$ cat config.mk
export PLATFORM = sky130hd
export DESIGN_NAME = uart_rx_flat
export DESIGN_NICKNAME = d
export VERILOG_FILES = /design/src/rtl/uart_rx_if.sv /design/src/rtl/uart_rx.sv /design/src/flat_wrapper.sv
export SDC_FILE = /design/constraint.sdc
export NUM_CORES = 1
export LEC_CHECK = 0
export BUFFER_PORTS_ARGS = -buffer_cell sky130_fd_sc_hd__buf_2
export CAP_MARGIN = 15
export CORE_UTILIZATION = 62
export DETAILED_ROUTE_END_ITERATION = 10
export GPL_TIMING_DRIVEN = 0
export PLACE_DENSITY = 0.83
export SLEW_MARGIN = 20
export SYNTH_ARGS = -nofsm -noshare
export SYNTH_HDL_FRONTEND = slang
export SYNTH_SLANG_ARGS = --single-unit
$ cat constraint.sdc
create_clock -name clk -period 3.88 [get_ports clk]
set_clock_uncertainty 0.15 [all_clocks]
set_input_delay 0.776 -clock clk [delete_from_list [all_inputs] [get_ports clk]]
set_output_delay 0.776 -clock clk [all_outputs]
set_load 0.05 [all_outputs]
$ cat src/rtl/uart_rx_if.sv
// uart_rx_if: receive-side byte handshake and status flags (rx_parity_err only with UART_RX_PARITY_EN)
interface uart_rx_if;
    logic [7:0] rx_data;
    logic       rx_data_valid;
    logic       rx_data_ack;
    logic       rx_framing_err;
    logic       rx_overrun;
`ifdef UART_RX_PARITY_EN
    logic       rx_parity_err;
`endif

    modport master (
`ifdef UART_RX_PARITY_EN
        output rx_parity_err,
`endif
        output rx_data, rx_data_valid, rx_framing_err, rx_overrun,
        input  rx_data_ack
    );

    modport slave (
`ifdef UART_RX_PARITY_EN
        input  rx_parity_err,
`endif
        input  rx_data, rx_data_valid, rx_framing_err, rx_overrun,
        output rx_data_ack
    );
endinterface

$ cat src/rtl/uart_rx.sv
// uart_rx: oversampling 8N1 UART receiver; define UART_RX_PARITY_EN for an even-parity bit after bit 7
module uart_rx #(
    parameter int BAUD_DIVISOR = 50000000 / 9600,
    parameter int OVERSAMPLE   = 16
) (
    input  logic     clk,
    input  logic     rst,
    input  logic     rxd,
    uart_rx_if.master bus
);
    localparam int TICK_DIV = BAUD_DIVISOR / OVERSAMPLE;
    localparam int TW = $clog2(TICK_DIV > 1 ? TICK_DIV : 2);
    localparam int SW = $clog2(OVERSAMPLE > 1 ? OVERSAMPLE : 2);

`ifdef UART_RX_PARITY_EN
    typedef enum logic [2:0] {IDLE, START, DATA, PARITY, STOP, BREAK} state_t;
`else
    typedef enum logic [2:0] {IDLE, START, DATA, STOP, BREAK} state_t;
`endif

    state_t        state_q, state_d;
    logic [1:0]    sync_q, sync_d;
    logic          prev_q, prev_d;
    logic [TW-1:0] tick_cnt_q, tick_cnt_d;
    logic [SW-1:0] samp_cnt_q, samp_cnt_d;
    logic [2:0]    bit_cnt_q, bit_cnt_d;
    logic [7:0]    shift_q, shift_d;
    logic [7:0]    rx_data_q, rx_data_d;
    logic          rx_data_valid_q, rx_data_valid_d;
    logic          rx_framing_err_q, rx_framing_err_d;
    logic          rx_overrun_q, rx_overrun_d;
    logic          done;
`ifdef UART_RX_PARITY_EN
    logic          par_bad_q, par_bad_d;
    logic          rx_parity_err_q, rx_parity_err_d;
`endif

    logic rxd_s, fall, tick, mid, full;
    assign rxd_s = sync_q[1];
    assign fall  = prev_q & ~rxd_s;
    assign tick  = tick_cnt_q == TW'(TICK_DIV - 1);
    assign mid   = tick && samp_cnt_q == SW'(OVERSAMPLE / 2 - 1);
    assign full  = tick && samp_cnt_q == SW'(OVERSAMPLE - 1);

    // Synchronizer, tick timebase, frame FSM and output handshake next-state logic
    always_comb begin
        sync_d           = {sync_q[0], rxd};
        prev_d           = rxd_s;
        tick_cnt_d       = tick ? '0 : tick_cnt_q + 1'b1;
        samp_cnt_d       = tick ? samp_cnt_q + 1'b1 : samp_cnt_q;
        state_d          = state_q;
        bit_cnt_d        = bit_cnt_q;
        shift_d          = shift_q;
        rx_framing_err_d = 1'b0;
        done             = 1'b0;
`ifdef UART_RX_PARITY_EN
        par_bad_d        = par_bad_q;
        rx_parity_err_d  = 1'b0;
`endif
        unique case (state_q)
            IDLE: if (fall) begin
                state_d    = START;
                tick_cnt_d = '0;
                samp_cnt_d = '0;
                bit_cnt_d  = '0;
`ifdef UART_RX_PARITY_EN
                par_bad_d  = 1'b0;
`endif
            end
            START: if (mid) begin
                state_d    = rxd_s ? IDLE : DATA;
                samp_cnt_d = '0;
            end
            DATA: if (full) begin
                shift_d    = {rxd_s, shift_q[7:1]};
                samp_cnt_d = '0;
                bit_cnt_d  = bit_cnt_q + 1'b1;
`ifdef UART_RX_PARITY_EN
                state_d    = bit_cnt_q == 3'd7 ? PARITY : DATA;
`else
                state_d    = bit_cnt_q == 3'd7 ? STOP : DATA;
`endif
            end
`ifdef UART_RX_PARITY_EN
            PARITY: if (full) begin
                par_bad_d       = (^shift_q) ^ rxd_s;
                rx_parity_err_d = (^shift_q) ^ rxd_s;
                samp_cnt_d      = '0;
                state_d         = STOP;
            end
`endif
            STOP: if (full) begin
                samp_cnt_d       = '0;
                state_d          = rxd_s ? IDLE : BREAK;
                rx_framing_err_d = ~rxd_s;
`ifdef UART_RX_PARITY_EN
                done             = rxd_s & ~par_bad_q;
`else
                done             = rxd_s;
`endif
            end
            BREAK: if (rxd_s) state_d = IDLE;
            default: state_d = IDLE;
        endcase
        rx_data_d       = rx_data_q;
        rx_data_valid_d = rx_data_valid_q & ~bus.rx_data_ack;
        rx_overrun_d    = rx_overrun_q & ~(rx_data_valid_q & bus.rx_data_ack);
        if (done && (!rx_data_valid_q || bus.rx_data_ack)) begin
            rx_data_d       = shift_q;
            rx_data_valid_d = 1'b1;
        end else if (done) begin
            rx_overrun_d    = 1'b1;
        end
    end

    // State register with synchronous reset; synchronizer resets high so reset never fakes an edge
    always_ff @(posedge clk) begin
        if (rst) begin
            state_q          <= IDLE;
            sync_q           <= 2'b11;
            prev_q           <= 1'b1;
            tick_cnt_q       <= '0;
            samp_cnt_q       <= '0;
            bit_cnt_q        <= '0;
            shift_q          <= '0;
            rx_data_q        <= 8'h00;
            rx_data_valid_q  <= 1'b0;
            rx_framing_err_q <= 1'b0;
            rx_overrun_q     <= 1'b0;
`ifdef UART_RX_PARITY_EN
            par_bad_q        <= 1'b0;
            rx_parity_err_q  <= 1'b0;
`endif
        end else begin
            state_q          <= state_d;
            sync_q           <= sync_d;
            prev_q           <= prev_d;
            tick_cnt_q       <= tick_cnt_d;
            samp_cnt_q       <= samp_cnt_d;
            bit_cnt_q        <= bit_cnt_d;
            shift_q          <= shift_d;
            rx_data_q        <= rx_data_d;
            rx_data_valid_q  <= rx_data_valid_d;
            rx_framing_err_q <= rx_framing_err_d;
            rx_overrun_q     <= rx_overrun_d;
`ifdef UART_RX_PARITY_EN
            par_bad_q        <= par_bad_d;
            rx_parity_err_q  <= rx_parity_err_d;
`endif
        end
    end

    assign bus.rx_data        = rx_data_q;
    assign bus.rx_data_valid  = rx_data_valid_q;
    assign bus.rx_framing_err = rx_framing_err_q;
    assign bus.rx_overrun     = rx_overrun_q;
`ifdef UART_RX_PARITY_EN
    assign bus.rx_parity_err  = rx_parity_err_q;
`endif
endmodule
$ cat src/flat_wrapper.sv
// flat-port wrapper written by rule: the top's interface ports become plain ports
module uart_rx_flat 
#(
    parameter int BAUD_DIVISOR = 50000000 / 9600,
    parameter int OVERSAMPLE   = 16
)
  (clk, rst, rxd, bus_rx_data, bus_rx_data_valid, bus_rx_framing_err, bus_rx_overrun, bus_rx_data_ack);
  uart_rx_if bus_i ();
  input  logic clk;
  input  logic rst;
  input  logic rxd;
  output wire logic [$bits(bus_i.rx_data)-1:0] bus_rx_data;
  output wire logic [$bits(bus_i.rx_data_valid)-1:0] bus_rx_data_valid;
  output wire logic [$bits(bus_i.rx_framing_err)-1:0] bus_rx_framing_err;
  output wire logic [$bits(bus_i.rx_overrun)-1:0] bus_rx_overrun;
  input wire logic [$bits(bus_i.rx_data_ack)-1:0] bus_rx_data_ack;
  assign bus_rx_data = bus_i.rx_data;
  assign bus_rx_data_valid = bus_i.rx_data_valid;
  assign bus_rx_framing_err = bus_i.rx_framing_err;
  assign bus_rx_overrun = bus_i.rx_overrun;
  assign bus_i.rx_data_ack = bus_rx_data_ack;
  uart_rx #(.BAUD_DIVISOR(BAUD_DIVISOR), .OVERSAMPLE(OVERSAMPLE)) u_core (.clk(clk), .rst(rst), .rxd(rxd), .bus(bus_i));
endmodule
==> metrics, run 1 <==
Port Buffers 14; synth cell count leaders dfxtp_1, nand2_1, nand2b_1; CTS tree built; worst skew pair latency 350 ps; Setup CP Type reg2reg; Hold Crit Class reg2reg; Crit path arrival time 2140 ps; met1 WL 1.52 mm; Initial Utilization between 60% and 70%; PostCTS Resize Cnt 0; average size of a mapped cell a little over 9 um2; CTS Sinks 41; maximum vdd drop around 0.00036 V; Synth Net Count 208; Std-Cell Core Area 2810 um2; number of max-cap violations 0; Inst Count DP around 240; global-route usage over all layers about a quarter; Worst Tran Pin Value 629 ps; area grow syn2layout 10.4%; crit path time final 2020 ps; final setup violation count 0; Slew Viols, Final 0; setup TNS 0 ps; post-CTS setup buffer count 0; routed len/inst 13.8 um; die area approximately 3200 um2; Fill cells roughly 230; Seq/Total Area, Yosys 44.2%; crit path max-delay cell type dfxtp_1; die width 56.7 um; Diodes inserted 0; FF-to-FF setup slack 1860 ps; R2R Path End u_core.bit_cnt_q[2]; Final nets ~230; cell row count 19; DP Area about 2000 um2; Critical Path Sink u_core.bit_cnt_q[2]; met3 wire len 150 um; initial antenna violation count 0; top sig layer met4; Setup crit start u_core.tick_cnt_q[0]; Synth area leaders dfxtp_1, nand2b_1, mux2i_1, nand2_1, a21oi_1; Hold Vio Cnt, Final 0; area leader, netlist dfxtp_1; asr flop ratio synth 0%; H-tree Lvls 2; Critical Path RT 4000 ps; Highest Clock Rate 496 MHz; CTS Buf Count 5; Max Root-Sink Buffers 2; element type at the critical path end flop; pwr dens 417 nW/um2; first-pass iteration count of the detailed router 4; vias per cell 5.73; Finished Layout Cells about 250; Slew Limit Headroom 57.9%; outcome finished clean; most frequent cell after synthesis dfxtp_1; via count 1444; Critical Path, Cell by Cell inv_1, ha_1, and4bb_1, buf_6, nand4_1, clkbuf_1, nand3_1, a21oi_1; Reg2Reg Depth 8; largest net degree at the start of global routing 13; Yosys top cell area share 44.2%; RSZ-0062 raised after global routing false; GR Overflow Total 0; Cell variety after synth 36; synth warn 0; CP startpoint kind flop; global-route wire length before repair 6.17 mm; Post-synth EDFFs 0; num ports 15; cts hold-fix bufs 0; RR Startpoint u_core.tick_cnt_q[0]; Worst-path clk slew 120 ps; Lkg Pwr about 0.00078 uW; vias in the first global route 1438; DR WL met2 1.74 mm; DP Wirelength between 2 and 3 mm; Design Area, Final about 2100 um2; layout cell share with drive strength beyond 1 between 10% and 20%; Main synth FF type dfxtp_1; Starting DRT DRC Count 86; Die Ht ~57 um; Root Buffer clkbuf_4; DRT antenna net count 0; max incr delay on CP around 440 ps; Synth Cell Area 1860 um2; post-synthesis cell count about 200; Hold WS between 200 and 300 ps; peak fanout along the critical path 10; number of remaining DRC errors 0; Final GP Congestion 0.849; Final period util 52.0%; WL final 3.47 mm; Synth Register Bits 41
## cells in the final DEF (no fill, tap or decap)
cell	instances
dfxtp_1	41
nand2_1	20
nand2b_1	20
buf_2	16
a21oi_1	14
nor2_1	11
nand3_1	11
mux2i_1	11
xor2_1	8
clkbuf_1	6
inv_1	5
ha_1	5
clkbuf_4	5
nand4_1	4
nor3_1	4
buf_6	3
and4_1	3
and3_1	3
or3_1	3
xnor2_1	3
or2_2	3
and4bb_1	2
a311oi_2	2
and3b_1	2
o21ai_0	2
and2_4	1
nor2b_1	1
and2_1	1
a41oi_1	1
a211oi_1	1
a2111oi_1	1
and4_4	1
buf_8	1
nor4_2	1
nand3b_1	1
nor4b_1	1
nor4_1	1
clkbuf_8	1
bufinv_16	1
## power breakdown
part	switching, uW	total, uW	internal, uW
Clock	131	285	154
Sequential	16.3	450	434
Combinational	70.2	121	50.4
## sequential cells by signal (all words and copies together), names as in the netlist
register                   cells
u_core.sync_q                  2
u_core.state_q                 3
u_core.bus.rx_data_valid       1
u_core.prev_q                  1
u_core.tick_cnt_q              9
u_core.bus.rx_overrun          1
u_core.bit_cnt_q               3
u_core.samp_cnt_q              4
u_core.shift_q                 8
u_core.bus.rx_data             8
u_core.bus.rx_framing_err      1
## worst min-delay path by stage
| stage | slack, ps | depth (start not counted) | start | to |
|---|---|---|---|---|
| after global routing | 290 | 1 | u_core.sync_q[0] | u_core.sync_q[1] |
| after global placement | 250 | 1 | u_core.sync_q[0] | u_core.sync_q[1] |
| after floorplan | 240 | 1 | u_core.sync_q[0] | u_core.sync_q[1] |
| after CTS | 290 | 1 | u_core.sync_q[0] | u_core.sync_q[1] |
| after detailed placement | 260 | 1 | u_core.sync_q[0] | u_core.sync_q[1] |
| final | 280 | 1 | u_core.sync_q[0] | u_core.sync_q[1] |
## routing by layer
layer	GRT usage [%]	vias up
li1	-	728
met1	30.4	678
met2	42.0	32
met3	6.22	6
met4	10.0	0
met5	0	-
## critical path, delay by kind of cell, from the launching register on
kind | cells | cell delay (ps)
AND/OR/NAND/NOR | 3 | 450
AO/OA/AOI/OAI | 1 | 150
adder cells (fa/ha/maj) | 1 | 190
flip-flops | 1 | 440
buffers and inverters | 3 | 570
## kinds of logic after synthesis
| kind of cell | share of synthesized area, % |
|---|---|
| xor gates and xnor gates | 5.19 |
| adders and majority gates | 3.37 |
| DFF | 44.2 |
| muxes | 5.93 |
| AOI/OAI and AO/OA | 7.35 |
| and+or+nand+nor | 28.8 |
| buffers and inverters | 5.19 |
## final cells by class
| type | count | area, um2 | share of cell area [%] |
|---|---|---|---|
| plain buffers | 11 | 77.6 | 3.78 |
| clock buffers | 7 | 55.1 | 2.68 |
| clock inverters | 1 | 30.0 | 1.46 |
| inverters | 5 | 18.8 | 0.915 |
| multi-input cells | 142 | 940 | 45.8 |
| flip-flops and latches | 41 | 821 | 40.0 |
| well taps | 31 | 38.8 | 1.89 |
| repair buffers | 14 | 70.1 | 3.42 |
## through the flow
stage               setup WS [ps]  utilization [%]  total power (uW)
floorplan                    2020                -               551
global placement             1930             70.1               573
detailed placement           1870             70.1               578
CTS                          1850             73.1               857
global route                 1740             73.1               894
finish                       1860             73.1               856
Note: power is estimated with default switching activity, not from simulation.
==> run 2, diff against run 1 <==
CORE_UTILIZATION = 52   (was 62)
PLACE_DENSITY = 0.75   (was 0.83)
clock period = 1.68 ns   (was 3.88 ns; I/O delays follow)
==> metrics, run 2 (same netlist as run 1, synthesis figures left out) <==
most frequent cells in the layout dfxtp_1, nand2_1, nand2b_1; routed len/inst 13.9 um (+0.96%); Final GP Congestion 0.842 (-0.86%); Hold Crit Class in2reg; Lkg Pwr 0.000812 uW (+4.3%); clock share of power 23.8% (-9.5 points); Worst Tran Pin Value 605 ps (-24.2 ps); worst skew pair latency 350 ps (about the same); Root Buffer clkbuf_4; area grow syn2layout 17.3%; cell row count 21 (+2); CTS tree built; violations in the final reports setup timing; DP Wirelength 2.48 mm (-1.9%); Net Switching 550 uW (+150%); vias in the first global route 1278 (-11%); most common cell after layout, fill and taps aside dfxtp_1; DRT antenna net count 0 (unchanged); post-route setup slack -115 ps (-1980 ps); global-route wire length before repair 5.80 mm (-6.0%); Seq pwr share 55.7% (+3.1 points); die width 61.8 um (+8.9%); Internal Power 1320 uW (+110%); via count 1441 (-0.21%); Slew Viols, Final 0 (unchanged); Initial Utilization 54.8% (-11 points); combinational power share 20.4% (+6.3 points); Diodes inserted 0 (unchanged); number of max-cap violations 0 (unchanged); Final nets 235 (+2.6%); initial antenna violation count 0 (unchanged); Hold Vio Cnt, Final 0 (unchanged); outcome complete, but fails checks; Starting DRT DRC Count 106 (+23%); CTS Sinks 41 (unchanged); largest net degree at the start of global routing 12 (-1); sw frac 29.4% (+4.0 points); most flop-heavy register u_core.tick_cnt_q; number of remaining DRC errors 0 (unchanged); WL final 3.76 mm (+8.6%); H-tree Lvls 2 (unchanged); FF-to-FF setup slack -110 ps (-1980 ps); first-pass iteration count of the detailed router 4 (unchanged); vias per cell 5.32 (-7.2%); CP startpoint kind flop; setup TNS -1910 ps (-1910 ps); maximum vdd drop 0.000560 V (+56%); num ports 15 (unchanged); layout cell share with drive strength beyond 1 24.9% (+9.1 points); Std-Cell Core Area 3390 um2 (+21%); Highest Clock Rate 557 MHz (+12%); pwr dens 858 nW/um2 (+110%); Final period util 107% (+55 points); CTS Buf Count 5 (unchanged); Max Root-Sink Buffers 2 (unchanged); Critical Path RT 1810 ps (-2190 ps); Die Ht 61.8 um (+8.9%); Setup CP Type reg2reg; crit path time final 1790 ps (-222 ps); max reg flops 9 (unchanged); RSZ-0062 raised after global routing true; Worst-path clk slew 110 ps (about the same); GR Overflow Total 0 (unchanged); global-route usage over all layers 21.4% (-3.5 points); die area 3810 um2 (+19%); Slew Limit Headroom 59.6% (+1.6 points); Crit path arrival time 1920 ps (-220 ps); final setup violation count 26 (+26); element type at the critical path end flop; peak fanout along the critical path 8 (-2); Port Buffers 14 (unchanged); pre-CTS WS -253 ps (-2130 ps)
## run 2: cell types whose count changed in the layout (fill, tap and decap cells not counted), sizes merged
cell	change
buf	+5
clkbuf	-2
bufinv	-1
clkinv	+1
dlygate4sd3	+1
## run 2: worst paths after layout
kind / from / to / cells past startpoint
max: u_core.tick_cnt_q[1] / u_core.bus.rx_data[6] / 7
min: bus_rx_data_ack / u_core.bus.rx_overrun / 2
max reg2reg: u_core.tick_cnt_q[1] / u_core.bus.rx_data[6] / 7
min reg2reg: u_core.sync_q[0] / u_core.sync_q[1] / 1
## run 2: power groups by stage
stage / sequential [uW] / combinational, uW / clock (uW)
4_1_cts: 1040 / 336 / 462
3_5_place_dp: 1060 / 282 / 0
6_report: 1040 / 382 / 446
3_3_place_gp: 1060 / 276 / 0
2_1_floorplan: 1050 / 224 / 0
5_1_grt: 1050 / 417 / 501
## run 2: layout make-up
cell class,instances,area (um2)
Buffer,9,67.6
Clock buffer,5,37.5
Clock inverter,1,5.00
Fill cell,289,1210
Inverter,5,23.8
Multi-Input combinational cell,142,1020
Sequential cell,41,831
Tap cell,46,57.6
Timing Repair Buffer,22,136
## run 2: repair_timing
item / CTS / global route
pin swaps: 6 / 10
setup endpoints to repair: 26 / 36
gates resized for setup: 13 / 13
setup buffers: 4 / 2
gates cloned: 0 / 1
hold buffers: 1 / 0
hold endpoints to repair: 1 / 0
## run 2: critical path, stage by stage, from the launching register on
cell      delay (ps)
dfxtp_4          370
inv_4             50
ha_4             110
and4bb_1         200
buf_6            140
and2_4           150
and4_4           330
mux2i_1          230
## run 2: metal layers
metal / global-route usage (%) / wire length, um / vias to the layer above
met5: 0 / 0 / -
met4: 11.4 / 106 / 0
met3: 5.59 / 126 / 12
met2: 33.8 / 1830 / 29
met1: 27.0 / 1700 / 665
li1: - / - / 735
## run 2: metrics by stage
stage                     std cells  hold slack [ps]  utilization, %  power (uW)  instance area (um2)
final                           271             29.3            64.3        1870                 2180
after global routing            271             24.7            64.3        1970                 2180
after CTS                       268             19.1            61.9        1840                 2100
after detailed placement        259              246            58.7        1350                 1990
after global placement          259              245            58.7        1340                 1990
after floorplan                 199              239               -        1280                 1860
